File: src/rtl/riscv_pkg.sv
// Shared RISC-V execute-stage types: M-extension op encodings and the
// multiply/divide unit state machine encoding.
package riscv_pkg;

    typedef enum logic [2:0] {
        OP_MUL    = 3'b000,
        OP_MULH   = 3'b001,
        OP_MULHSU = 3'b010,
        OP_MULHU  = 3'b011,
        OP_DIV    = 3'b100,
        OP_DIVU   = 3'b101,
        OP_REM    = 3'b110,
        OP_REMU   = 3'b111
    } muldiv_op_e;

    typedef enum logic [1:0] {
        IDLE,
        CALC,
        SIGN,
        DONE
    } muldiv_state_e;

    function automatic logic op_is_div(input muldiv_op_e op);
        return (op == OP_DIV) || (op == OP_DIVU) || (op == OP_REM) || (op == OP_REMU);
    endfunction

    function automatic logic op_is_rem(input muldiv_op_e op);
        return (op == OP_REM) || (op == OP_REMU);
    endfunction

    // rs1 is treated as signed by everything except the fully unsigned ops
    function automatic logic op1_signed(input muldiv_op_e op);
        return (op != OP_MULHU) && (op != OP_DIVU) && (op != OP_REMU);
    endfunction

    function automatic logic op2_signed(input muldiv_op_e op);
        return (op == OP_MUL) || (op == OP_MULH) || (op == OP_DIV) || (op == OP_REM);
    endfunction

endpackage

File: src/rtl/muldiv_unit.sv
// Iterative RV32M/RV64M multiply/divide unit: shift-add multiply and restoring
// divide on operand magnitudes, BITS_PER_CYCLE radix-2 steps per clock.
module muldiv_unit
    import riscv_pkg::*;
#(
    parameter int XLEN           = 32,
    parameter int BITS_PER_CYCLE = 1
) (
    input  logic            clk,
    input  logic            rst,
    input  logic            flush,
    input  logic            in_valid,
    output logic            in_ready,
    input  logic [2:0]      funct3,
    input  logic [XLEN-1:0] operand_1,
    input  logic [XLEN-1:0] operand_2,
    output logic            out_valid,
    input  logic            out_ready,
    output logic [XLEN-1:0] result
);

    localparam int N  = XLEN / BITS_PER_CYCLE;
    localparam int CW = (N > 1) ? $clog2(N) : 1;
    localparam logic [CW-1:0]   LAST_STEP = CW'(N - 1);
    localparam logic [XLEN-1:0] MIN_NEG   = {1'b1, {(XLEN-1){1'b0}}};

    muldiv_state_e     state;
    muldiv_op_e        op;
    logic              neg_res;
    logic              neg_rem;
    logic [XLEN-1:0]   mag_a;
    logic [2*XLEN-1:0] prod;
    logic [XLEN:0]     rem;
    logic [CW-1:0]     count;

    muldiv_op_e      op_in;
    logic            sign_1;
    logic            sign_2;
    logic [XLEN-1:0] abs_1;
    logic [XLEN-1:0] abs_2;
    logic            div_zero;
    logic            div_ovf;
    logic            fast;
    logic [XLEN-1:0] fast_result;

    assign op_in = muldiv_op_e'(funct3);

    // NOTE: every variable written in an always_comb gets a value on every path, so no latch is inferred.
    always_comb begin
        sign_1   = op1_signed(op_in) & operand_1[XLEN-1];
        sign_2   = op2_signed(op_in) & operand_2[XLEN-1];
        abs_1    = sign_1 ? -operand_1 : operand_1;
        abs_2    = sign_2 ? -operand_2 : operand_2;
        div_zero = (operand_2 == '0);
        div_ovf  = ((op_in == OP_DIV) || (op_in == OP_REM)) &&
                   (operand_1 == MIN_NEG) && (operand_2 == '1);
        fast     = op_is_div(op_in) && (div_zero || div_ovf);
        if (div_zero) begin
            fast_result = op_is_rem(op_in) ? operand_1 : '1;
        end else begin
            fast_result = op_is_rem(op_in) ? '0 : operand_1;
        end
    end

    // Unrolled radix-2 steps: multiply adds the multiplicand into the high half
    // and shifts right; divide shifts a quotient bit into the partial remainder.
    for (genvar g = 0; g < BITS_PER_CYCLE; g++) begin : g_stage
        logic [2*XLEN-1:0] mul_in;
        logic [2*XLEN-1:0] mul_out;
        logic [XLEN:0]     sum;
        logic [XLEN:0]     rem_in;
        logic [XLEN:0]     rem_out;
        logic [XLEN+1:0]   shifted;
        logic [XLEN+1:0]   diff;
        logic [XLEN-1:0]   quo_in;
        logic [XLEN-1:0]   quo_out;

        if (g == 0) begin : g_first
            assign mul_in = prod;
            assign rem_in = rem;
            assign quo_in = prod[XLEN-1:0];
        end else begin : g_next
            assign mul_in = g_stage[g-1].mul_out;
            assign rem_in = g_stage[g-1].rem_out;
            assign quo_in = g_stage[g-1].quo_out;
        end

        assign sum     = {1'b0, mul_in[2*XLEN-1:XLEN]} +
                         (mul_in[0] ? {1'b0, mag_a} : {(XLEN+1){1'b0}});
        assign mul_out = {sum, mul_in[XLEN-1:1]};

        assign shifted = {rem_in, quo_in[XLEN-1]};
        assign diff    = shifted - {2'b00, mag_a};
        assign rem_out = diff[XLEN+1] ? shifted[XLEN:0] : diff[XLEN:0];
        assign quo_out = {quo_in[XLEN-2:0], ~diff[XLEN+1]};
    end

    logic [2*XLEN-1:0] mul_next;
    logic [XLEN:0]     rem_next;
    logic [XLEN-1:0]   quo_next;

    assign mul_next = g_stage[BITS_PER_CYCLE-1].mul_out;
    assign rem_next = g_stage[BITS_PER_CYCLE-1].rem_out;
    assign quo_next = g_stage[BITS_PER_CYCLE-1].quo_out;

    logic [2*XLEN-1:0] prod_fix;
    logic [XLEN-1:0]   quo_fix;
    logic [XLEN-1:0]   rem_fix;
    logic [XLEN-1:0]   sign_result;

    always_comb begin
        prod_fix = neg_res ? -prod : prod;
        quo_fix  = neg_res ? -prod[XLEN-1:0] : prod[XLEN-1:0];
        rem_fix  = neg_rem ? -rem[XLEN-1:0] : rem[XLEN-1:0];
        case (op)
            OP_MUL:                       sign_result = prod_fix[XLEN-1:0];
            OP_MULH, OP_MULHSU, OP_MULHU: sign_result = prod_fix[2*XLEN-1:XLEN];
            OP_DIV, OP_DIVU:              sign_result = quo_fix;
            default:                      sign_result = rem_fix;
        endcase
    end

    // NOTE: sequential state uses non-blocking assignments so every register samples pre-edge values.
    always_ff @(posedge clk or posedge rst) begin
        if (rst) begin
            state     <= IDLE;
            op        <= OP_MUL;
            neg_res   <= 1'b0;
            neg_rem   <= 1'b0;
            mag_a     <= '0;
            prod      <= '0;
            rem       <= '0;
            count     <= '0;
            result    <= '0;
            out_valid <= 1'b0;
            in_ready  <= 1'b1;
        end else if (flush) begin
            state     <= IDLE;
            out_valid <= 1'b0;
            in_ready  <= 1'b1;
        end else begin
            case (state)
                IDLE: begin
                    if (in_valid) begin
                        op       <= op_in;
                        neg_res  <= sign_1 ^ sign_2;
                        neg_rem  <= sign_1;
                        mag_a    <= op_is_div(op_in) ? abs_2 : abs_1;
                        prod     <= {{XLEN{1'b0}}, (op_is_div(op_in) ? abs_1 : abs_2)};
                        rem      <= '0;
                        count    <= '0;
                        in_ready <= 1'b0;
                        if (fast) begin
                            result    <= fast_result;
                            out_valid <= 1'b1;
                            state     <= DONE;
                        end else begin
                            state <= CALC;
                        end
                    end
                end
                CALC: begin
                    if (op_is_div(op)) begin
                        prod <= {prod[2*XLEN-1:XLEN], quo_next};
                        rem  <= rem_next;
                    end else begin
                        prod <= mul_next;
                    end
                    count <= count + 1'b1;
                    if (count == LAST_STEP) begin
                        state <= SIGN;
                    end
                end
                SIGN: begin
                    result    <= sign_result;
                    out_valid <= 1'b1;
                    state     <= DONE;
                end
                DONE: begin
                    if (out_ready) begin
                        out_valid <= 1'b0;
                        in_ready  <= 1'b1;
                        state     <= IDLE;
                    end
                end
                default: state <= IDLE;
            endcase
        end
    end

endmodule

File: config.mk
export PLATFORM = sky130hd
export DESIGN_NAME = muldiv_unit
export DESIGN_NICKNAME = d
export VERILOG_FILES = /design/src/rtl/riscv_pkg.sv /design/src/rtl/muldiv_unit.sv
export SDC_FILE = /design/constraint.sdc
export NUM_CORES = 1
export LEC_CHECK = 0
export BUFFER_PORTS_ARGS = -buffer_cell sky130_fd_sc_hd__buf_4
export CORE_ASPECT_RATIO = 0.7
export CORE_MARGIN = 8
export CORE_UTILIZATION = 57
export CTS_BUF_LIST = sky130_fd_sc_hd__clkbuf_16
export CTS_CLUSTER_DIAMETER = 80
export CTS_CLUSTER_SIZE = 12
export DETAILED_ROUTE_END_ITERATION = 10
export PLACE_DENSITY = 0.78
export SYNTH_ARGS = -nofsm -noshare
export SYNTH_HDL_FRONTEND = slang
export SYNTH_SLANG_ARGS = --single-unit
File: constraint.sdc
create_clock -name clk -period 5.1 [get_ports clk]
set_input_delay 0.255 -clock clk [delete_from_list [all_inputs] [get_ports clk]]
set_output_delay 0.255 -clock clk [all_outputs]
set_load 0.01 [all_outputs]
==> results.md <==
- Pre-Repair DR Iteration Count: 6
- Post-layout minimum cycle time: 4.48 ns
- Synth area leader: dfrtp_1
- Routed Antenna Nets: 0
- CTS tree: built
- CP Capture Type: register
- Clk slew on worst S/H paths: 0.07 ns
- Worst slew pin tran: 1.16 ns
- FF+latch count, synth: 175
- Largest net degree at the start of global routing: 111
- Relative slew slack: 0.221
- CP Buf/Inv Count: 1
- CP delay by family, top: compound AO/OA/AOI/OAI gates
- Avg Vias per Cell: 6.75
- Nets@finish: 2235
- Slowest CP cell: clkinv_1
- Area grow syn2layout: 9.94%
- Vias: 16688
- Setup Skew: 0.0161 ns
- Total congestion overflow: 0
- FFs w/ async S/R, synth: 1.00
- Min Hold Slack: 0.101 ns
- I/O pins: 106
- Worst reg2reg path depth: 12
- Final Wtd Congestion: 1.08
- Critical path required time: 5.44 ns
- Share of cells above drive strength 1: 0.0977
- Slowest Stage Delay on Critical Path: 0.83 ns
- H-Tree Depth: 4
- CTS Buffer Depth: 2
- CTS Buf Count: 17
- Placed Area: 17000 um2
- Max Freq: 0.223 GHz
- Vias in the first global route: 15150
- Sink count of the clock tree: 175
- Outcome: completed
- Post-Route Setup TNS: 0 ns
- PortBufs: 105
- Synth unique cells: 82
- Row cnt: 51
- Post-synthesis sequential area ratio: 0.272
- Design area: 17700 um2
- Crit-path cells: clkinv_1 > nor2_1 > ha_1 > a211o_1 > o211ai_1 > a211oi_1 > or3_1 > a21oi_1 > o21bai_1 > a21oi_1 > o21ai_0 > a221o_1
- Main synth FF type: dfrtp_1
- Slew Limit Fails: 0
- Leakage: 7.60 nW
- VDD IR max: 0.336 mV
- Die height: 157 um
- Final hold vios: 0
- CP Class: reg -> reg
- Crit path DAT: 4.82 ns
- Final cycle utilization of the critical path: 0.878
- Hpwl dp: 45700 um
- Hold path cells: 2
- First-pass GRT wire length: 90800 um
- Die ar.: 33900 um2
- Setup bufs post-CTS: 0
- Skew-Pair Late Insertion Delay: 0.47 ns
- CTS root buf: clkbuf_16
- Initial antenna violation count: 2
- Synthesized Nets: 2214
- DRC viols: 0
- Synth warnings: 0
- Fillers: 2462
- Top post-synthesis cells by area: dfrtp_1 27%, o21ai_0 6.5%, xnor2_1 6.2%, ha_1 5.8%, nand2_1 5.5%
- Starting Density: 0.579
- Post-synth EDFFs: 0
- Max-Cap Viols: 0
- Die width: 217 um
- Final setup viols: 0
- CP Depth: 12
- RSZ-0062 raised after global routing: no
- Mapped Cells: 2065
- Top cell by count, worst path: a21oi_1
- Overall routing resource usage: 0.342
- Cell with the most instances after synthesis: nand2_1
- Power Density: 574 nW/um2
- CP Max Fanout: 34
- WL/cell: 24.1 um
- Synth top area share: 0.271
- Total core area: 27800 um2
- Post-synth top cells: 237 x nand2_1, 209 x o21ai_0, 191 x nor2_1
- Avg Cell Area, Syn: 7.79 um2
- Synth Cell Area: 16100 um2
- Startpoint types: register
- Final Routed Wirelength: 59600 um
- Initial DRC Count: 2532
- Hold/Removal Path Class: in -> reg
## what timing repair did
item                                   4_1_cts  5_1_grt
resized for setup                            0        0
endpoints found under the hold margin       72        0
hold buffers                                 2        0
## worst paths after layout
| path | startpoint | endpoint | slack, ns |
|---|---|---|---|
| max in group asynchronous | rst | g_stage[0].rem_in[12]$_DFFE_PP0P_ | 3.61 |
| max | g_stage[0].mul_in[0]$_DFFE_PP0P_ | g_stage[0].mul_in[51]$_DFFE_PP0P_ | 0.62 |
| min in group asynchronous | rst | count[1]$_DFFE_PP0P_ | 0.43 |
| min | funct3[0] | op[0]$_DFFE_PP0P_ | 0.10 |
| min reg2reg | result[22]$_DFFE_PP0P_ | result[22]$_DFFE_PP0P_ | 0.48 |
| max reg2reg | g_stage[0].mul_in[0]$_DFFE_PP0P_ | g_stage[0].mul_in[51]$_DFFE_PP0P_ | 0.62 |
## sequential cells by signal, summed over array words and instances (netlist names)
name	count
state	2
neg_res	1
in_ready	1
op	3
result	32
neg_rem	1
mag_a	32
out_valid	1
g_stage.rem_in	33
count	5
g_stage.mul_in	64
## area by class of cell
class                   count  area (um2)  area share
inverters                  77         294      0.0166
multi-input cells        1685       10900       0.618
diodes                      1        2.50    0.000142
clock inverters            15         185      0.0105
repair buffers            130         993      0.0562
well taps                 371         464      0.0263
flip-flops and latches    175        4380       0.248
clock buffers              17         425      0.0241
## layer usage
layer  global-route usage  part of all wire  up-vias
met5                    0           0.00017        -
met4                0.119             0.035        2
met3                0.120              0.14      144
met2                0.469              0.40     1070
met1                0.489              0.43     7901
li1                     -                 -     7571
## cell families after synthesis
family                     share of synthesized area
DFF                                            0.272
AOI/OAI and AO/OA                              0.266
buffers and inverters                         0.0491
xor gates and xnor gates                       0.107
and+or+nand+nor                                0.191
adders and majority gates                     0.0752
muxes                                         0.0392
## stage by stage
step,utilization,power (W),instances,setup WS (ns)
2_1_floorplan,-,0.00647,2065,0.101
3_3_place_gp,0.614,0.00833,2436,1.05
3_5_place_dp,0.614,0.00843,2436,0.727
4_1_cts,0.637,0.00990,2470,0.699
5_1_grt,0.637,0.0107,2470,0.259
6_report,0.637,0.0101,2471,0.623
## placed cells by master, fill, tap and decap left out, types with 8 or more instances in the layout
cell type    n
xor2_1      80
a22oi_1     10
o21ai_0    209
nor4_1      21
and3_1      13
o211ai_1    13
or2_2        9
nand2b_1    14
o41ai_1     21
nand3_1     33
or3_1       18
o22ai_1     13
and2_1      11
a221o_1     13
or4_1       19
mux2_2      16
mux2i_1     45
a211oi_1    28
a31oi_1     15
xnor2_1    113
dfrtp_1    173
a32oi_1      9
clkbuf_16   17
a21o_1      33
nand2_1    237
inv_1       74
buf_4      127
maj3_1      23
nor2_1     191
o21bai_1     9
ha_1        74
nand4_1     25
a21oi_1    152
a221oi_1     8
o221ai_1    13
nor3_1      42
o31ai_1     44
## report_power, final
group | total [W] | leakage [nW] | internal [W] | switching [W]
logic | 0.00605 | 5.05 | 0.00217 | 0.00388
clock network | 0.00144 | 0.296 | 0.000780 | 0.000659
registers | 0.00266 | 2.26 | 0.00189 | 0.000765
total | 0.0101 | 7.60 | 0.00484 | 0.00530
(Power assumes the default switching activity.)
